**src/rtl/msg_schedule.sv**
```systemverilog
// SHA-2 message-schedule expander: takes one 16-word block and streams W_0..W_{R-1}
// at one word per cycle. W=32 uses the SHA-256 sigma functions; W=64 uses the SHA-512 ones.
module msg_schedule #(
  parameter int W = 32
) (
  input  logic         CLK,
  input  logic         RST_N,
  input  logic         ABORT,
  input  logic         IN_VALID,
  output logic         IN_READY,
  input  logic [0:W-1] IN_WORD,
  output logic         OUT_VALID,
  input  logic         OUT_READY,
  output logic [0:W-1] OUT_WORD,
  output logic [6:0]   OUT_INDEX,
  output logic         OUT_LAST,
  output logic         BUSY,
  output logic [1:0]   DBG_STATE
);

  localparam int R = (W == 64) ? 80 : 64;

  if (W != 32 && W != 64) begin : g_bad_width
    $error("msg_schedule: W must be 32 or 64");
  end

  // Handshake: a word moves on either port only in a cycle where valid && ready.
  // OUT_VALID/OUT_WORD never change while OUT_VALID && !OUT_READY.
  typedef enum logic [1:0] {
    S_LOAD   = 2'd0,
    S_EXPAND = 2'd1,
    S_DRAIN  = 2'd2
  } state_t;

  state_t         state_q, state_d;
  logic [6:0]     t_q, t_d;
  logic [W-1:0]   win_q [16];
  logic [W-1:0]   win_d [16];
  logic [W-1:0]   out_word_q, out_word_d;
  logic [6:0]     out_index_q, out_index_d;
  logic           out_last_q, out_last_d;
  logic           out_valid_q, out_valid_d;

  logic           free;
  logic           load;
  logic [W-1:0]   load_word;
  logic [W-1:0]   w_new;
  logic [W-1:0]   in_word_le;
  logic [6:0]     idx;

  function automatic logic [W-1:0] rotr(input logic [W-1:0] x, input int n);
    return (x >> n) | (x << (W - n));
  endfunction

  function automatic logic [W-1:0] sigma0(input logic [W-1:0] x);
    if (W == 64) return rotr(x, 1) ^ rotr(x, 8) ^ (x >> 7);
    else         return rotr(x, 7) ^ rotr(x, 18) ^ (x >> 3);
  endfunction

  function automatic logic [W-1:0] sigma1(input logic [W-1:0] x);
    if (W == 64) return rotr(x, 19) ^ rotr(x, 61) ^ (x >> 6);
    else         return rotr(x, 17) ^ rotr(x, 19) ^ (x >> 10);
  endfunction

  // win_q[0] is W_{t-16}, win_q[15] is W_{t-1}.
  assign w_new      = sigma1(win_q[14]) + win_q[9] + sigma0(win_q[1]) + win_q[0];
  assign in_word_le = IN_WORD;
  assign free       = !out_valid_q || OUT_READY;
  // DRAIN doubles as the first LOAD cycle of the next block, so blocks chain with no bubble.
  assign idx        = (state_q == S_DRAIN) ? 7'd0 : t_q;

  always_comb begin
    state_d     = state_q;
    t_d         = t_q;
    win_d       = win_q;
    out_word_d  = out_word_q;
    out_index_d = out_index_q;
    out_last_d  = out_last_q;
    out_valid_d = out_valid_q;
    IN_READY    = 1'b0;
    load        = 1'b0;
    load_word   = '0;

    case (state_q)
      S_LOAD: begin
        IN_READY = free;
        if (IN_VALID && free) begin
          load      = 1'b1;
          load_word = in_word_le;
        end
      end
      S_EXPAND: begin
        if (free) begin
          load      = 1'b1;
          load_word = w_new;
        end
      end
      S_DRAIN: begin
        IN_READY = OUT_READY;
        if (IN_VALID && OUT_READY) begin
          load      = 1'b1;
          load_word = in_word_le;
        end
      end
      default: ;
    endcase

    if (load) begin
      for (int i = 0; i < 15; i++) win_d[i] = win_q[i+1];
      win_d[15]   = load_word;
      out_word_d  = load_word;
      out_index_d = idx;
      out_last_d  = (idx == 7'(R - 1));
      out_valid_d = 1'b1;
      t_d         = idx + 7'd1;
      if (idx == 7'(R - 1))  state_d = S_DRAIN;
      else if (idx >= 7'd15) state_d = S_EXPAND;
      else                   state_d = S_LOAD;
    end else if (OUT_READY) begin
      out_valid_d = 1'b0;
      if (state_q == S_DRAIN) begin
        t_d     = 7'd0;
        state_d = S_LOAD;
      end
    end

    if (ABORT) begin
      state_d     = S_LOAD;
      t_d         = 7'd0;
      out_valid_d = 1'b0;
    end
  end

  always_ff @(posedge CLK or negedge RST_N) begin
    if (!RST_N) begin
      state_q     <= S_LOAD;
      t_q         <= 7'd0;
      for (int i = 0; i < 16; i++) win_q[i] <= '0;
      out_word_q  <= '0;
      out_index_q <= 7'd0;
      out_last_q  <= 1'b0;
      out_valid_q <= 1'b0;
    end else begin
      state_q     <= state_d;
      t_q         <= t_d;
      win_q       <= win_d;
      out_word_q  <= out_word_d;
      out_index_q <= out_index_d;
      out_last_q  <= out_last_d;
      out_valid_q <= out_valid_d;
    end
  end

  assign OUT_VALID = out_valid_q;
  assign OUT_WORD  = out_word_q;
  assign OUT_INDEX = out_index_q;
  assign OUT_LAST  = out_last_q;
  assign BUSY      = !(state_q == S_LOAD && t_q == 7'd0 && !out_valid_q);
  assign DBG_STATE = state_q;

endmodule

```
**config.mk**
```make
export PLATFORM = sky130hd
export DESIGN_NAME = msg_schedule
export DESIGN_NICKNAME = d
export VERILOG_FILES = /design/src/rtl/msg_schedule.sv
export SDC_FILE = /design/constraint.sdc
export NUM_CORES = 1
export LEC_CHECK = 0
export BUFFER_PORTS_ARGS = -buffer_cell sky130_fd_sc_hd__buf_2
export CAP_MARGIN = 5
export CORE_MARGIN = 5
export CORE_UTILIZATION = 39
export DETAILED_ROUTE_END_ITERATION = 7
export HOLD_SLACK_MARGIN = 0.1
export PLACE_DENSITY_LB_ADDON = 0.12
export SYNTH_ARGS = -nofsm -noshare
export SYNTH_HDL_FRONTEND = slang
export SYNTH_SLANG_ARGS = --single-unit
```
**constraint.sdc**
```tcl
create_clock -name CLK -period 5.24 [get_ports CLK]
set_clock_uncertainty 0.1 [all_clocks]
set_input_delay 0.524 -clock CLK [delete_from_list [all_inputs] [get_ports CLK]]
set_output_delay 0.524 -clock CLK [all_outputs]
set_load 0.05 [all_outputs]
```
==> summary.md, run 1 <==
| Metric | Value |
|---|---|
| Vias | `between 15000 and 20000` |
| Max Cap Viol | `0` |
| Final TNS setup | `0 ps` |
| Final WL | `roughly 68 mm` |
| Worst setup margin | `518.7 ps` |
| CTS tree | `done` |
| Clock Path Buffers | `3` |
| Cell count after synthesis | `between 2000 and 3000` |
| Antenna Nets Post-Route | `0` |
| Commonest cells after routing, fill and taps aside | `nand2_1, dfrtp_1, inv_1` |
| DRC viols | `0` |
| Unique masters post-synth | `52` |
| Area leader, netlist | `dfrtp_1` |
| Main flop type after synthesis | `dfrtp_1` |
| Clk sinks | `between 500 and 600` |
| All-Layer GR Usage | `between 20% and 30%` |
| Fmax | `about 210 MHz` |
| H-tree level count | `2` |
| Synth Area in Adders | `roughly 6.6%` |
| Die Width | `~260 um` |
| Largest net degree at the start of global routing | `between 200 and 250` |
| Post-synthesis register bit count | `530` |
| Critical Path Fanout Max | `5` |
| Share of Yosys cell area claimed by the top area cell type | `53.67%` |
| Place WS | `approximately 560 ps` |
| Final Hold Fails | `0` |
| Synth Area in Compound Gates | `just under 7%` |
| Crit Path Category | `flip-flop to flip-flop` |
| Detailed Routing Iterations Pass 1 | `6` |
| Part of the Yosys area used for sequential elements | `a little over half` |
| First-pass GRT wire length | `about 110 mm` |
| Post-CTS resize count | `0` |
| Routability Congestion | `0.9366` |
| N_diodes | `0` |
| Largest family of logic cells by synthesized area | `simple AND/OR/NAND/NOR gates` |
| Full die area | `68500 sq um` |
| Share of cells above drive strength 1 | `6.965%` |
| # IOs | `82` |
| CTS Root Cell | `clkbuf_16` |
| Worst-Margin Slew | `1013 ps` |
| Clk_lat worst skew | `~620 ps` |
| Post-Synth Simple-Gate Area | `22.06%` |
| Row count | `92` |
| Synth top area cells | `dfrtp_1, nand2_1, fa_1` |
| Nature of the critical path endpoint | `flip-flop` |
| Commonest non-fill, non-tap cell in the layout | `nand2_1` |
| Warnings, synthesis | `0` |
| Global route overflow | `0` |
| Crit path DAT | `5120 ps` |
| Detail-routed via count per cell | `about 4.9` |
| Fin crit period | `~4700 ps` |
| TritonCTS buffer count | `between 50 and 60` |
| Max Slew Vio Count | `0` |
| Synth-to-Final Area Change | `12.47%` |
| Die extent in y | `261.7 um` |
| XOR/XNOR Fraction of Synth Area | `around 5.0%` |
| Post-Syn Area | `24710 sq um` |
| Initial Util | `between 30% and 40%` |
| RSZ-0062 raised after global routing | `false` |
| Crit start category | `flip-flop` |
| Vias in the first global route | `about 18000` |
| Ys async rst share | `between 90% and 100%` |
| WL per Instance | `around 18 um` |
| IO Port Bufs | `81` |
| Worst relative slew slack | `roughly 32%` |
| Hold Crit Class | `input port to flip-flop` |
| Final #Nets | `slightly below 3000` |
| First DRT Iteration DRCs | `~1700` |
| CTS Hold Bufs | `34` |
| Mean Syn Cell Area | `between 8 and 9 sq um` |
| Hold_ws | `278.3 ps` |
| EDFF count, synth | `0` |
| Reg clk slew, reported paths | `approximately 60 ps` |
| Mapped Nets | `about 2900` |
| Endpoints failing setup | `0` |
| Detailed placement HPWL | `between 40 and 50 mm` |
| Post-CTS setup buffer count | `0` |
| Outcome | `finished, final reports clean` |
| Critical Path RT | `roughly 5600 ps` |
| Initial antenna violation count | `1` |
| Mux cell area share after synthesis | `less than 1%` |
| Core Box Area | `around 63000 sq um` |
| Filler instances | `about 6300` |
| Tcrit/Tclk final | `between 90% and 100%` |
## final timing paths
| kind | endpoint | cells after the start | start | slack (ps) |
|---|---|---|---|---|
| max | OUT_WORD[10] | 14 | win_q[52] | 520 |
| min | t_q[2] | 4 | OUT_READY | 280 |
| max reg2reg | OUT_WORD[10] | 14 | win_q[52] | 520 |
| min reg2reg | win_q[122] | 2 | win_q[90] | 340 |
| max in group asynchronous | win_q[287] | 3 | RST_N | 3290 |
| min in group asynchronous | win_q[373] | 2 | RST_N | 460 |
## through the flow
step | area (sq um) | util (%) | std cells
2_1_floorplan | 24710 | - | 2785
3_3_place_gp | 25540 | 40.57 | 3525
3_5_place_dp | 25540 | 40.57 | 3525
4_1_cts | 27790 | 44.14 | 3660
5_1_grt | 27790 | 44.14 | 3660
6_report | 27790 | 44.14 | 3660
## critical path, cell delays in order (launching register included)
cell       delay, ps
dfrtp_1          450
xor2_1           200
xnor2_1          260
fa_1             490
fa_1             550
inv_1             50
ha_1             210
fa_1             410
a21o_1           230
a2111oi_4        380
o21ai_2          200
a211o_4          410
o21ai_4          210
nor4_1            70
or3_1            370
## kinds of logic after synthesis
logic type | Yosys count
multiplexers | 7
adder cells (fa/ha/maj) | 94
AND/OR/NAND/NOR | 1413
buffers and inverters | 333
XOR/XNOR | 141
flip-flops | 530
AO/OA/AOI/OAI | 267
## per-layer routing
metal	global-route usage (%)	up-vias	wire [um]
met4	6.745	0	2341
li1	-	8596	-
met5	0	-	0
met1	30.22	8831	32430
met3	3.199	124	3342
met2	29.53	388	29590
## layout make-up
cell class / instances / area (sq um) / share of cell area [%]
Tap cell: 846 / 1059 / 3.809
Clock inverter: 11 / 160.2 / 0.5762
Timing Repair Buffer: 132 / 983.4 / 3.538
Sequential cell: 530 / 13260 / 47.72
Inverter: 129 / 484.2 / 1.742
Multi-Input combinational cell: 1922 / 10090 / 36.32
Clock buffer: 90 / 1750 / 6.298
## synthesized netlist by cell type (5+ instances only)
cell type  count
a211oi_1       5
a21o_1        15
a21oi_1       41
a221o_1        5
a222oi_1       6
a22oi_1       21
and3_1         6
buf_4         32
clkbuf_1     164
dfrtp_1      530
fa_1          62
ha_1          32
inv_1        129
nand2_1     1312
nand2b_1       6
nand3_1       14
nand4_1       12
nor2_1        32
nor3_1        12
o211ai_1       8
o21a_1         8
o21ai_0      127
xnor2_1       82
xor2_1        59
## sequential cells by signal, summed over array words and instances (netlist names)
register   flops
OUT_INDEX      7
DBG_STATE      2
OUT_WORD      32
win_q        480
t_q            7
OUT_LAST       1
OUT_VALID      1
Power of run 1 is left out: the tool's default activity adds up to more than one toggle a clock period on the data nets, which glitch-free logic cannot reach.
==> inputs of run 2 (changes only) <==
--- a/config.mk
+++ b/config.mk
@@ -9,9 +9,11 @@
 export CAP_MARGIN = 5
 export CORE_MARGIN = 5
 export CORE_UTILIZATION = 39
+export CTS_BUF_LIST = sky130_fd_sc_hd__clkbuf_8 sky130_fd_sc_hd__clkbuf_16
 export DETAILED_ROUTE_END_ITERATION = 7
 export HOLD_SLACK_MARGIN = 0.1
 export PLACE_DENSITY_LB_ADDON = 0.12
+export REMOVE_ABC_BUFFERS = 1
 export SYNTH_ARGS = -nofsm -noshare
 export SYNTH_HDL_FRONTEND = slang
 export SYNTH_SLANG_ARGS = --single-unit
==> constraint.sdc (replaced) <==
create_clock -name CLK -period 5.7 [get_ports CLK]
set_clock_uncertainty 0.1 [all_clocks]
set_input_delay 0.57 -clock CLK [delete_from_list [all_inputs] [get_ports CLK]]
set_output_delay 0.57 -clock CLK [all_outputs]
set_load 0.05 [all_outputs]
==> run 2 against run 1 <==
Net effect: non-clock buffer count fell by 18; design area fell by 0.64%; flip-flop and latch count did not move; critical path type unchanged; critical endpoint unchanged; largest cell class unchanged.
==> summary.md, run 2 (same netlist as run 1, synthesis figures left out) <==
| Metric | Value |
|---|---|
| Clk sinks | `530 (unchanged)` |
| Clock Path Buffers | `3 (unchanged)` |
| R2R setup slack | `1020 ps (+500 ps)` |
| Vias | `17629 (-1.7%)` |
| Antenna Nets Post-Route | `0 (unchanged)` |
| Final WL | `65.10 mm (-3.9%)` |
| Die Width | `261.7 um (unchanged)` |
| Nature of the critical path endpoint | `flip-flop` |
| Vias in the first global route | `17759 (-0.59%)` |
| Outcome | `finished, final reports clean` |
| Source of the worst hold timing path | `IN_WORD[11]` |
| Endpoints failing setup | `0 (unchanged)` |
| Worst Hold Path Cells | `3 (-1)` |
| Worst Path Buf+Inv | `1 (unchanged)` |
| Initial Util | `39.25% (unchanged)` |
| Fmax | `213.6 MHz (+0.83%)` |
| Crit start category | `flip-flop` |
| Reg clk slew, reported paths | `60 ps (about the same)` |
| Post-CTS setup buffer count | `0 (unchanged)` |
| Routability Congestion | `0.9196 (-1.8%)` |
| Final #Nets | `2887 (-0.55%)` |
| Most used cell, CP | `fa_1` |
| Cell Chain, Critical Path | `xor2_1 > xnor2_1 > fa_1 > fa_1 > inv_1 > ha_1 > fa_1 > a21o_1 > a2111oi_4 > o21ai_2 > a211o_4 > o21ai_4 > nor4_1 > or3_1` |
| Global route overflow | `0 (unchanged)` |
| Hold Crit Class | `input port to flip-flop` |
| Row count | `92 (unchanged)` |
| Synth-to-Final Area Change | `11.74%` |
| CP top delay family | `adder cells` |
| Placed inst area | `25540 sq um (about the same)` |
| Die extent in y | `261.7 um (unchanged)` |
| CTS Hold Bufs | `17 (-50%)` |
| Top reg by flops | `win_q` |
| Commonest non-fill, non-tap cell in the layout | `nand2_1` |
| Crit path DAT | `5070 ps (-50 ps)` |
| Max Slew Vio Count | `0 (unchanged)` |
| First DRT Iteration DRCs | `1385 (-17%)` |
| Worst relative slew slack | `35.62% (+3.2 points)` |
| Placed cells | `3524 (-0.028%)` |
| Worst-Margin Slew | `965.8 ps (-47.67 ps)` |
| Critical Path RT | `6090 ps (+450 ps)` |
| Max reg flops | `480 (unchanged)` |
| Hold_ws | `143.8 ps (-134.6 ps)` |
| # IOs | `82 (unchanged)` |
| Detailed placement HPWL | `44.28 mm (-2.9%)` |
| Slowest cell on the critical path | `fa_1` |
| Detailed Routing Iterations Pass 1 | `6 (unchanged)` |
| DRC viols | `0 (unchanged)` |
| Tcrit/Tclk final | `82.15% (-8.0 points)` |
| Full die area | `68500 sq um (unchanged)` |
| Crit Path Category | `flip-flop to flip-flop` |
| RSZ-0062 raised after global routing | `false` |
| Share of cells above drive strength 1 | `7.071% (+0.11 points)` |
| Detail-routed via count per cell | `4.835 (-1.4%)` |
| All-Layer GR Usage | `19.25% (-0.78 points)` |
| Largest net degree at the start of global routing | `185 (-16%)` |
| Critical Path Fanout Max | `5 (unchanged)` |
| Worst reg2reg path endpoint | `OUT_WORD[10]` |
| Fin crit period | `4682 ps (-38.85 ps)` |
| Post-CTS resize count | `0 (unchanged)` |
| First-pass GRT wire length | `103.4 mm (-3.3%)` |
| Initial antenna violation count | `0 (-1)` |
| Crit path largest cell delay | `540 ps (about the same)` |
| Clk_lat worst skew | `610 ps (about the same)` |
| WL per Instance | `17.85 um (-3.5%)` |
| IO Port Bufs | `81 (unchanged)` |
| N_diodes | `0 (unchanged)` |
| Commonest cells after routing, fill and taps aside | `nand2_1, dfrtp_1, inv_1` |
| CTS tree | `done` |
| Design area | `27610 sq um (-0.64%)` |
| Final Hold Fails | `0 (unchanged)` |
| R2R Path Start | `win_q[52]` |
| TritonCTS buffer count | `59 (+3.5%)` |
| H-tree level count | `2 (unchanged)` |
| Worst setup startpoint | `win_q[52]` |
| End of the worst hold path | `OUT_WORD[11]` |
| CTS Root Cell | `clkbuf_16` |
| Final cell count without fillers | `3646 (-0.38%)` |
| Final TNS setup | `0 ps (unchanged)` |
| Core Box Area | `62970 sq um (unchanged)` |
| Max Cap Viol | `0 (unchanged)` |
| R2r worst-path depth | `14 (unchanged)` |
run 2: how the worst max path moves through the flow:
stage,depth (start not counted),end,slack (ps)
4_1_cts,14,OUT_WORD[6],1030
6_report,14,OUT_WORD[10],1020
5_1_grt,14,OUT_WORD[16],790
3_5_place_dp,14,OUT_WORD[10],1040
3_3_place_gp,14,OUT_WORD[10],1070
2_1_floorplan,3,t_q[2],-15470
run 2: area by class of cell:
type                    count  area [sq um]
fillers                  6272         35350
flip-flops and latches    530         13260
multi-input cells        1922         10090
clock buffers              70          1628
well taps                 846          1059
repair buffers            114         805.8
inverters                 129         484.2
clock inverters            35         280.3
run 2: worst min-delay path, cell delays in order:
cell	delay [ps]
buf_2	80
a22oi_1	80
o21ai_0	80
run 2: metrics by stage:
| stage | setup WS (ps) | util [%] |
|---|---|---|
| 2_1_floorplan | -15470 | - |
| 3_3_place_gp | 1067 | 40.56 |
| 3_5_place_dp | 1042 | 40.56 |
| 4_1_cts | 1033 | 43.86 |
| 5_1_grt | 794.5 | 43.86 |
| 6_report | 1018 | 43.86 |
run 2: routing by layer:
metal	track usage (%)	routed length (um)	part of all wire (%)
met3	2.364	2161	3.3
met4	4.263	1182	1.8
met5	0	0	0
met1	27.45	30630	47
met2	31.86	31120	48
Power of run 2 is left out for the same reason.
==> inputs of run 3 (changes only) <==
==> constraint.sdc (replaced) <==
create_clock -name CLK -period 3.9 [get_ports CLK]
set_clock_uncertainty 0.1 [all_clocks]
set_input_delay 0.39 -clock CLK [delete_from_list [all_inputs] [get_ports CLK]]
set_output_delay 0.39 -clock CLK [all_outputs]
set_load 0.05 [all_outputs]
==> run 3 against run 2 <==
Net effect: largest cell class unchanged; flip-flop and latch count did not move; cell count rose by 6.1%; die area did not move; the run now ends with setup timing left; critical path type unchanged; non-clock buffer count rose by 220; count of clock-buffer cells in the layout rose by 3.
==> summary.md, run 3 (same netlist as run 1, synthesis figures left out) <==
| Metric | Value |
|---|---|
| First-pass GRT wire length | `109.2 mm (+5.6%)` |
| DRC viols | `0 (unchanged)` |
| Nature of the critical path endpoint | `flip-flop` |
| Fmax | `239.9 MHz (+12%)` |
| Die extent in y | `261.7 um (unchanged)` |
| Worst setup margin | `-269.0 ps (-1286 ps)` |
| Most Crowded Layer GR | `met2` |
| Clk sinks | `530 (unchanged)` |
| Final Hold Fails | `0 (unchanged)` |
| Met2 Resource Use GR | `33.40% (+1.5 points)` |
| Crit start category | `flip-flop` |
| Worst Path Buf+Inv | `1 (unchanged)` |
| Detailed placement HPWL | `48.80 mm (+10%)` |
| Worst setup startpoint | `win_q[50]` |
| Max Slew Vio Count | `0 (unchanged)` |
| Full die area | `68500 sq um (unchanged)` |
| Met3 Use GR | `2.556% (+0.19 points)` |
| Final TNS setup | `-2603 ps (-2603 ps)` |
| Fin crit period | `4169 ps (-513.5 ps)` |
| WL per Instance | `17.91 um (+0.30%)` |
| Synth-to-Final Area Change | `22.15%` |
| Initial antenna violation count | `0 (unchanged)` |
| Met1 Resource Use GR | `29.44% (+2.0 points)` |
| Hold Crit Class | `input port to asynchronous set/reset pin` |
| Top reg by flops | `win_q` |
| N_diodes | `0 (unchanged)` |
| Max reg flops | `480 (unchanged)` |
| Tcrit/Tclk final | `106.9% (+25 points)` |
| Worst relative slew slack | `32.28% (-3.3 points)` |
| R2R setup slack | `-270 ps (-1290 ps)` |
| Crit Path Category | `flip-flop to flip-flop` |
| CP top delay family | `adder cells` |
| R2r worst-path depth | `14 (unchanged)` |
| Row count | `92 (unchanged)` |
| Cell Chain, Critical Path | `xor2_2 > xnor2_2 > fa_1 > fa_1 > inv_1 > ha_2 > fa_2 > a21o_1 > a2111oi_4 > o21ai_2 > a211o_4 > o21ai_4 > nor4_1 > or3_1` |
| CTS Root Cell | `clkbuf_16` |
| Core Box Area | `62970 sq um (unchanged)` |
| Routability Congestion | `0.9001 (-2.1%)` |
| Commonest non-fill, non-tap cell in the layout | `nand2_1` |
| R2R Path Start | `win_q[50]` |
| Clk_lat worst skew | `640 ps (+30 ps)` |
| Detailed Routing Iterations Pass 1 | `8 (+2)` |
| CTS tree | `done` |
| Final WL | `69.29 mm (+6.4%)` |
| RSZ-0062 raised after global routing | `true` |
| Share of cells above drive strength 1 | `16.31% (+9.2 points)` |
| Commonest cells after routing, fill and taps aside | `nand2_1, dfrtp_1, buf_4` |
| Critical Path Fanout Max | `4 (-1)` |
| IO Port Bufs | `81 (unchanged)` |
| Outcome | `complete, but fails checks` |
| Endpoints failing setup | `22 (+22)` |
| Clock Path Buffers | `3 (unchanged)` |
| Reg clk slew, reported paths | `60 ps (about the same)` |
| All-Layer GR Usage | `20.42% (+1.2 points)` |
| Worst-Margin Slew | `1016 ps (+50.06 ps)` |
| # IOs | `82 (unchanged)` |
| Violated checks | `setup timing` |
| Crit path DAT | `4560 ps (-510 ps)` |
| Critical Path RT | `4290 ps (-1800 ps)` |
| WP depth | `14 (unchanged)` |
| Detail-routed via count per cell | `4.768 (-1.4%)` |
| Final #Nets | `3107 (+7.6%)` |
| Max Cap Viol | `0 (unchanged)` |
| Antenna Nets Post-Route | `0 (unchanged)` |
| Slowest cell on the critical path | `fa_1` |
| Worst reg2reg path endpoint | `OUT_WORD[10]` |
| Vias in the first global route | `18537 (+4.4%)` |
| H-tree level count | `2 (unchanged)` |
| Crit path largest cell delay | `510 ps (-30 ps)` |
| Global route overflow | `0 (unchanged)` |
| Most used cell, CP | `fa_1` |
| Largest net degree at the start of global routing | `102 (-45%)` |
| First DRT Iteration DRCs | `1393 (+0.58%)` |
| Initial Util | `39.25% (unchanged)` |
| Vias | `18449 (+4.7%)` |
| TritonCTS buffer count | `59 (unchanged)` |
| Die Width | `261.7 um (unchanged)` |
| Worst Setup EP | `OUT_WORD[10]` |
-- run 3: worst min-delay path by stage --
stage	depth (start not counted)	endpoint	startpoint	slack (ps)
after CTS	2	win_q[485]	RST_N	250
after detailed placement	1	win_q[423]	RST_N	320
after floorplan	0	DBG_STATE[0]	RST_N	-6
after global placement	1	win_q[423]	RST_N	320
final	2	win_q[291]	RST_N	250
after global routing	2	win_q[291]	RST_N	290
-- run 3: final cells by class --
class                   count  area, sq um
fillers                  6095        32780
inverters                 129        484.2
flip-flops and latches    530        13270
repair buffers            334         2669
clock buffers              73         1680
well taps                 846         1059
multi-input cells        1922        10650
clock inverters            35        374.1
-- run 3: repair_timing --
item                                   in CTS  in global routing
setup buffers                               9                 13
endpoints found under the hold margin      99                  0
hold buffers                               35                  0
gates resized for setup                    72                 46
setup endpoints to repair                  25                 25
pin swaps                                  50                 46
-- run 3: through the flow --
step / hold slack, ps / area (sq um) / instances / setup WS [ps] / utilization [%]
detailed placement: 318.5 / 27040 / 3708 / -601.3 / 42.95
finish: 250.9 / 30190 / 3869 / -269.0 / 47.94
global placement: 319.7 / 27040 / 3708 / -574.3 / 42.95
floorplan: -5.591 / 23820 / 2581 / -17270 / -
global route: 293.4 / 30190 / 3869 / -388.6 / 47.94
CTS: 254.4 / 29890 / 3858 / -333.5 / 47.46
-- run 3: per-layer routing --
layer | up-vias | share of wire, %
li1 | 8983 | -
met1 | 9122 | 47
met2 | 261 | 48
met3 | 83 | 3.4
met4 | 0 | 2.2
met5 | - | 0
Power of run 3 is left out for the same reason.
